==> config.mk <==
export PLATFORM = sky130hd
export DESIGN_NAME = control_sequencer
export DESIGN_NICKNAME = d
export VERILOG_FILES = /design/src/rtl/control_sequencer.sv
export SDC_FILE = /design/constraint.sdc
export NUM_CORES = 1
export LEC_CHECK = 0
export ABC_AREA = 1
export ABC_CLOCK_PERIOD_IN_PS = 3800
export CORE_MARGIN = 5
export CORE_UTILIZATION = 46
export CTS_CLUSTER_DIAMETER = 80
export CTS_CLUSTER_SIZE = 8
export DETAILED_ROUTE_END_ITERATION = 12
export HOLD_SLACK_MARGIN = 0.03
export PLACE_DENSITY = 0.93
export SLEW_MARGIN = 10
export SYNTH_ARGS = -nofsm -noshare
export SYNTH_HDL_FRONTEND = slang
export SYNTH_SLANG_ARGS = --single-unit
==> constraint.sdc <==
create_clock -name Clock -period 3.8 [get_ports Clock]
set_input_delay 0.76 -clock Clock [delete_from_list [all_inputs] [get_ports Clock]]
set_output_delay 0.76 -clock Clock [all_outputs]
set_load 0.01 [all_outputs]
==> src/rtl/control_sequencer.sv <==
// control_sequencer: hardwired Moore control unit sequencing fetch (T0..T2) and execute (T3..T7) steps.
// Ports: Clock/Clear (sync active-high reset), opcode (IR[31:27]), CON_FF (branch condition),
//   bus-drive strobes (PCout..InPortOut), load strobes (PCin..OutPortIn), IncPC/Read/RAMin,
//   register-file selects GRA/GRB/GRC with Rin/Rout, Run (0 only in HALT).
// Optional: CONTROL_SEQUENCER_STEP_EN adds input Step and a WAIT state between instructions.
module control_sequencer #(
  parameter bit NOP_ON_ILLEGAL = 1'b1
) (
  input  logic       Clock,
  input  logic       Clear,
  input  logic [4:0] opcode,
  input  logic       CON_FF,
`ifdef CONTROL_SEQUENCER_STEP_EN
  input  logic       Step,
`endif
  output logic       PCout,
  output logic       ZLowout,
  output logic       ZHighout,
  output logic       MDRout,
  output logic       HIout,
  output logic       LOout,
  output logic       Cout,
  output logic       BAout,
  output logic       InPortOut,
  output logic       PCin,
  output logic       IRin,
  output logic       MARin,
  output logic       MDRin,
  output logic       Yin,
  output logic       ZLowIn,
  output logic       ZHighIn,
  output logic       HIin,
  output logic       LOin,
  output logic       CONin,
  output logic       OutPortIn,
  output logic       IncPC,
  output logic       Read,
  output logic       RAMin,
  output logic       GRA,
  output logic       GRB,
  output logic       GRC,
  output logic       Rin,
  output logic       Rout,
  output logic       Run
);
  typedef enum logic [3:0] {
    S_RESET, S_T0, S_T1, S_T2, S_T3, S_T4, S_T5, S_T6, S_T7, S_HALT
`ifdef CONTROL_SEQUENCER_STEP_EN
    , S_WAIT
`endif
  } state_t;
  state_t state_q, state_d, t_last, done_st;
  logic alu, imm, unr, md, ldi, ld, st, br, jr, jal, inp, outp, mfhi, mflo, nop, hlt, ill;
  assign alu  = opcode inside {[5'd3:5'd11]};
  assign imm  = opcode inside {[5'd12:5'd14]};
  assign unr  = opcode inside {5'd17, 5'd18};
  assign md   = opcode inside {5'd15, 5'd16};
  assign ldi  = opcode == 5'd1;
  assign ld   = opcode == 5'd0;
  assign st   = opcode == 5'd2;
  assign br   = opcode == 5'd19;
  assign jr   = opcode == 5'd20;
  assign jal  = opcode == 5'd21;
  assign inp  = opcode == 5'd22;
  assign outp = opcode == 5'd23;
  assign mfhi = opcode == 5'd24;
  assign mflo = opcode == 5'd25;
  assign nop  = opcode == 5'd26;
  assign hlt  = opcode == 5'd27;
  assign ill  = opcode[4:2] == 3'b111;
  // Final execute step of the held opcode; single-step opcodes finish in T3.
  assign t_last = (ld || st) ? S_T7 : (md || br) ? S_T6 : (alu || imm || ldi) ? S_T5 :
                  (unr || jal) ? S_T4 : S_T3;
`ifdef CONTROL_SEQUENCER_STEP_EN
  assign done_st = S_WAIT;
`else
  assign done_st = S_T0;
`endif
  always_ff @(posedge Clock) begin
    if (Clear) state_q <= S_RESET;
    else state_q <= state_d;
  end
  always_comb begin
    state_d = state_q;
    case (state_q)
      S_RESET: state_d = S_T0;
      S_T0:    state_d = S_T1;
      S_T1:    state_d = S_T2;
      S_T2:    state_d = (hlt || (ill && !NOP_ON_ILLEGAL)) ? S_HALT : (nop || ill) ? done_st : S_T3;
      S_HALT:  state_d = S_HALT;
`ifdef CONTROL_SEQUENCER_STEP_EN
      S_WAIT:  state_d = Step ? S_T0 : S_WAIT;
`endif
      default: state_d = (state_q == t_last || state_q == S_T7) ? done_st : state_t'(state_q + 4'd1);
    endcase
  end
  always_comb begin
    {PCout, ZLowout, ZHighout, MDRout, HIout, LOout, Cout, BAout, InPortOut} = '0;
    {PCin, IRin, MARin, MDRin, Yin, ZLowIn, ZHighIn, HIin, LOin, CONin, OutPortIn} = '0;
    {IncPC, Read, RAMin, GRA, GRB, GRC, Rin, Rout} = '0;
    Run = state_q != S_HALT;
    case (state_q)
      S_T0: {PCout, MARin, IncPC, ZLowIn} = '1;
      S_T1: {ZLowout, PCin, Read, MDRin} = '1;
      S_T2: {MDRout, IRin} = '1;
      S_T3: begin
        if (alu || imm) {GRB, Rout, Yin} = '1;
        if (unr) {GRB, Rout, ZLowIn} = '1;
        if (md) {GRA, Rout, Yin} = '1;
        if (ldi || ld || st) {GRB, BAout, Yin} = '1;
        if (br) {GRA, Rout, CONin} = '1;
        if (jr) {GRA, Rout, PCin} = '1;
        if (jal) {PCout, GRB, Rin} = '1;
        if (inp) {InPortOut, GRA, Rin} = '1;
        if (outp) {GRA, Rout, OutPortIn} = '1;
        if (mfhi) {HIout, GRA, Rin} = '1;
        if (mflo) {LOout, GRA, Rin} = '1;
      end
      S_T4: begin
        if (alu) {GRC, Rout, ZLowIn} = '1;
        if (imm || ldi || ld || st) {Cout, ZLowIn} = '1;
        if (unr) {ZLowout, GRA, Rin} = '1;
        if (md) {GRB, Rout, ZLowIn, ZHighIn} = '1;
        if (br) {PCout, Yin} = '1;
        if (jal) {GRA, Rout, PCin} = '1;
      end
      S_T5: begin
        if (alu || imm || ldi) {ZLowout, GRA, Rin} = '1;
        if (md) {ZLowout, LOin} = '1;
        if (ld || st) {ZLowout, MARin} = '1;
        if (br) {Cout, ZLowIn} = '1;
      end
      S_T6: begin
        if (md) {ZHighout, HIin} = '1;
        if (ld) {Read, MDRin} = '1;
        if (st) {GRA, Rout, MDRin} = '1;
        // Only the taken branch loads PC; an untaken branch still spends this step.
        if (br && CON_FF) {ZLowout, PCin} = '1;
      end
      S_T7: begin
        if (ld) {MDRout, GRA, Rin} = '1;
        if (st) RAMin = 1'b1;
      end
      default: ;
    endcase
  end
endmodule

==> results.yml <==
outcome:
  status: "completed"
setup_path:
  worstPathRequired_ns: 3.04
  worstPathArrival_ns: 2.86
  critical_path.top_delay_family: "buffers and inverters"
  cpPeakStageDelay_ns: 0.55
  timing.rr.start: "state_q[0]"
  crit_path_start: "opcode[2]"
  cp-start-kind: "primary input"
  endpoint_kind: "output pin"
  slowest_stage: "clkdlybuf4s50_1"
  path_depth: 9
  cp_max_fo: 6
  crit_path_cell_trace: "clkdlybuf4s50_1 > nor2_4 > nand3_1 > nor2_1 > inv_1 > o21ai_0 > nor4_1 > nand3_1 > clkdlybuf4s50_1"
  crit_buf_inv: 3
  reg2regPathDepth: 9
  worstSetupPathType: "primary input to output pin"
clock_tree:
  postCtsSetupRepairBufs: 0
  clk_latency_ns: 0.23
  clkTransAtPathRegs_ns: 0.04
  cts_tree: "built"
  htree_num_levels: 1
  cts_buffers: 3
  cts_root_buf: "clkbuf_4"
  clock_path_buffers: 2
  clkSinkCount: 4
sta:
  finalCritPeriodShare: 0.9525
  hold_ws_ns: 0.5854
  fmax_mhz: 276.3
  maxSlewHeadroom: 0.7458
  slew_viol_final: 0
  timing.final.hold_violations: 0
  worst_pin_slew_ns: 0.3781
  finalSetupViolations: 0
  setup_ws_ns: 0.1806
  min_period_ns: 3.619
  rsz0062_at_grt: "no"
  tns_ns: 0
  fin_worst_skew_ns: 0.004397
synth:
  syn_area_um2: 917.1
  netlist.area_leader.share: 0.1310
  yosysWarnings: 0
  ys_types: 29
  yosysSeqAreaShare: 0.08731
  ys_seq_elements: 4
  ys_top_cells_by_area: "nand2_1 13%, inv_1 12%, nor2_1 12%, dfxtp_1 8.7%, nand3_1 7.1%"
  synth_nets: 181
  syn_avg_cell_area_um2: 5.427
  yosysTopAreaCell: "nand2_1"
  postSynthCellCount: 169
finish:
  finalNonFillerCells: 234
  final_common_cell: "clkdlybuf4s50_1"
  top_register: "state_q"
  final_cell_mix: "35 x clkdlybuf4s50_1, 32 x nand2_1, 30 x inv_1, 30 x nor2_1, 13 x nand3_1"
  syn_to_final_growth_pct: 44.88
  largest_register_ffs: 4
  fin_nets: 221
  drive_gt1_frac: 0.1111
  num_antenna_cells: 0
  nFillCells: 167
  reg_top3: "state_q: 4 flops"
global_route:
  grt_pass1_vias: 1178
  grt_pass1_wl_um: 4823
  grt_max_degree: 9
  overflow: 0
  grt_usage: 0.2129
  antenna_found_initial: 0
worst_hold_path:
  hold_class: "flip-flop to flip-flop"
  hp-start: "state_q[0]"
  worstHoldPathCells: 3
floorplan:
  die_h_um: 54.65
  dieArea_um2: 2987
  rows: 16
  start_util: 0.4772
  die_w_um: 54.65
  core_area_um2: 1922
  num_io_pins: 37
detailed_routing:
  wl_um: 2951
  drt_iter0_markers: 61
  wl_per_cell_um: 12.61
  first_pass_iters: 4
  num_vias: 1248
  drc: 0
  antenna_left: 0
  via_per_inst: 5.333
run:
  drv_cap: 0
power_and_ir_drop:
  p_leak_nw: 0.5906
  p_per_area_nw_per_um2: 359.5
  vdd_drop_max_v: 0.0003756
  power_mw: 0.4778
place:
  dpl.hpwl_um: 2489
  dp_cells: 231
  pre_cts_ws_ns: 0.1574
  port_buffers: 36
  gp_congestion: 0.9066
## cells in the mapped netlist, drive strengths merged
cell and number:
nand2 36, o22ai 1, nor4 2, nor4b 1, a31oi 2, nor2 36, o21ai 9, nand4 1
ha 4, a41oi 1, o311a 1, dfxtp 4, nand3b 1, buf 2, inv 34, o21bai 1
or2 1, o211ai 2, nor3 6, a21oi 6, nand3 16, xor2 2
## repair_timing
item / in CTS / in global routing
hold buffers: 0 / 0
gates resized for setup: 0 / 1
setup endpoints to repair: 0 / 2
## kinds of logic after synthesis
group,Yosys count,synth area share
simple gates,100,0.5321
compound gates,23,0.1514
fa+ha+maj,4,0.05457
flops,4,0.08732
buf+inv,36,0.1555
xor+xnor,2,0.01910
## final timing paths
path | slack, ns | end
max | 0.18 | GRA
min | 0.59 | state_q[0]
max reg2reg | 1.99 | state_q[2]
min reg2reg | 0.59 | state_q[0]
## report_power, final
part	switching, mW	internal (mW)	leakage [nW]	total [mW]
clock	0.0178	0.0354	0.0138	0.0531
sequential	0.0184	0.0540	0.0328	0.0725
combinational	0.199	0.153	0.544	0.352
## worst reg2reg max path: stages, from the launching register on
cell,delay (ns)
dfxtp_1,0.44
inv_1,0.13
ha_1,0.22
inv_1,0.07
nor2_1,0.09
nor2_1,0.16
nand4_1,0.12
nor2_1,0.24
nand3_1,0.12
a21oi_1,0.15
## area by class of cell
type,instances,area (µm²),share of cell area
Inverter,34,127.6,0.09605
Sequential cell,4,80.08,0.06026
Multi-Input combinational cell,129,694.4,0.5226
Timing Repair Buffer,37,370.4,0.2787
Tap cell,27,33.78,0.02542
Clock buffer,3,22.52,0.01695
## layer usage
layer / up-vias / track usage / share of wire
li1: 619 / - / -
met1: 547 / 0.2689 / 0.42
met2: 80 / 0.3839 / 0.48
met3: 2 / 0.02725 / 0.096
met4: 0 / 0.03320 / 0.0034
met5: - / 0 / 0
## through the flow
step                        util  cell area [µm²]
after detailed placement  0.6784             1304
after CTS                 0.6901             1326
after floorplan                -            917.1
final                     0.6914             1329
after global routing      0.6914             1329
after global placement    0.6784             1304
Power figures use the tool's default switching activity.
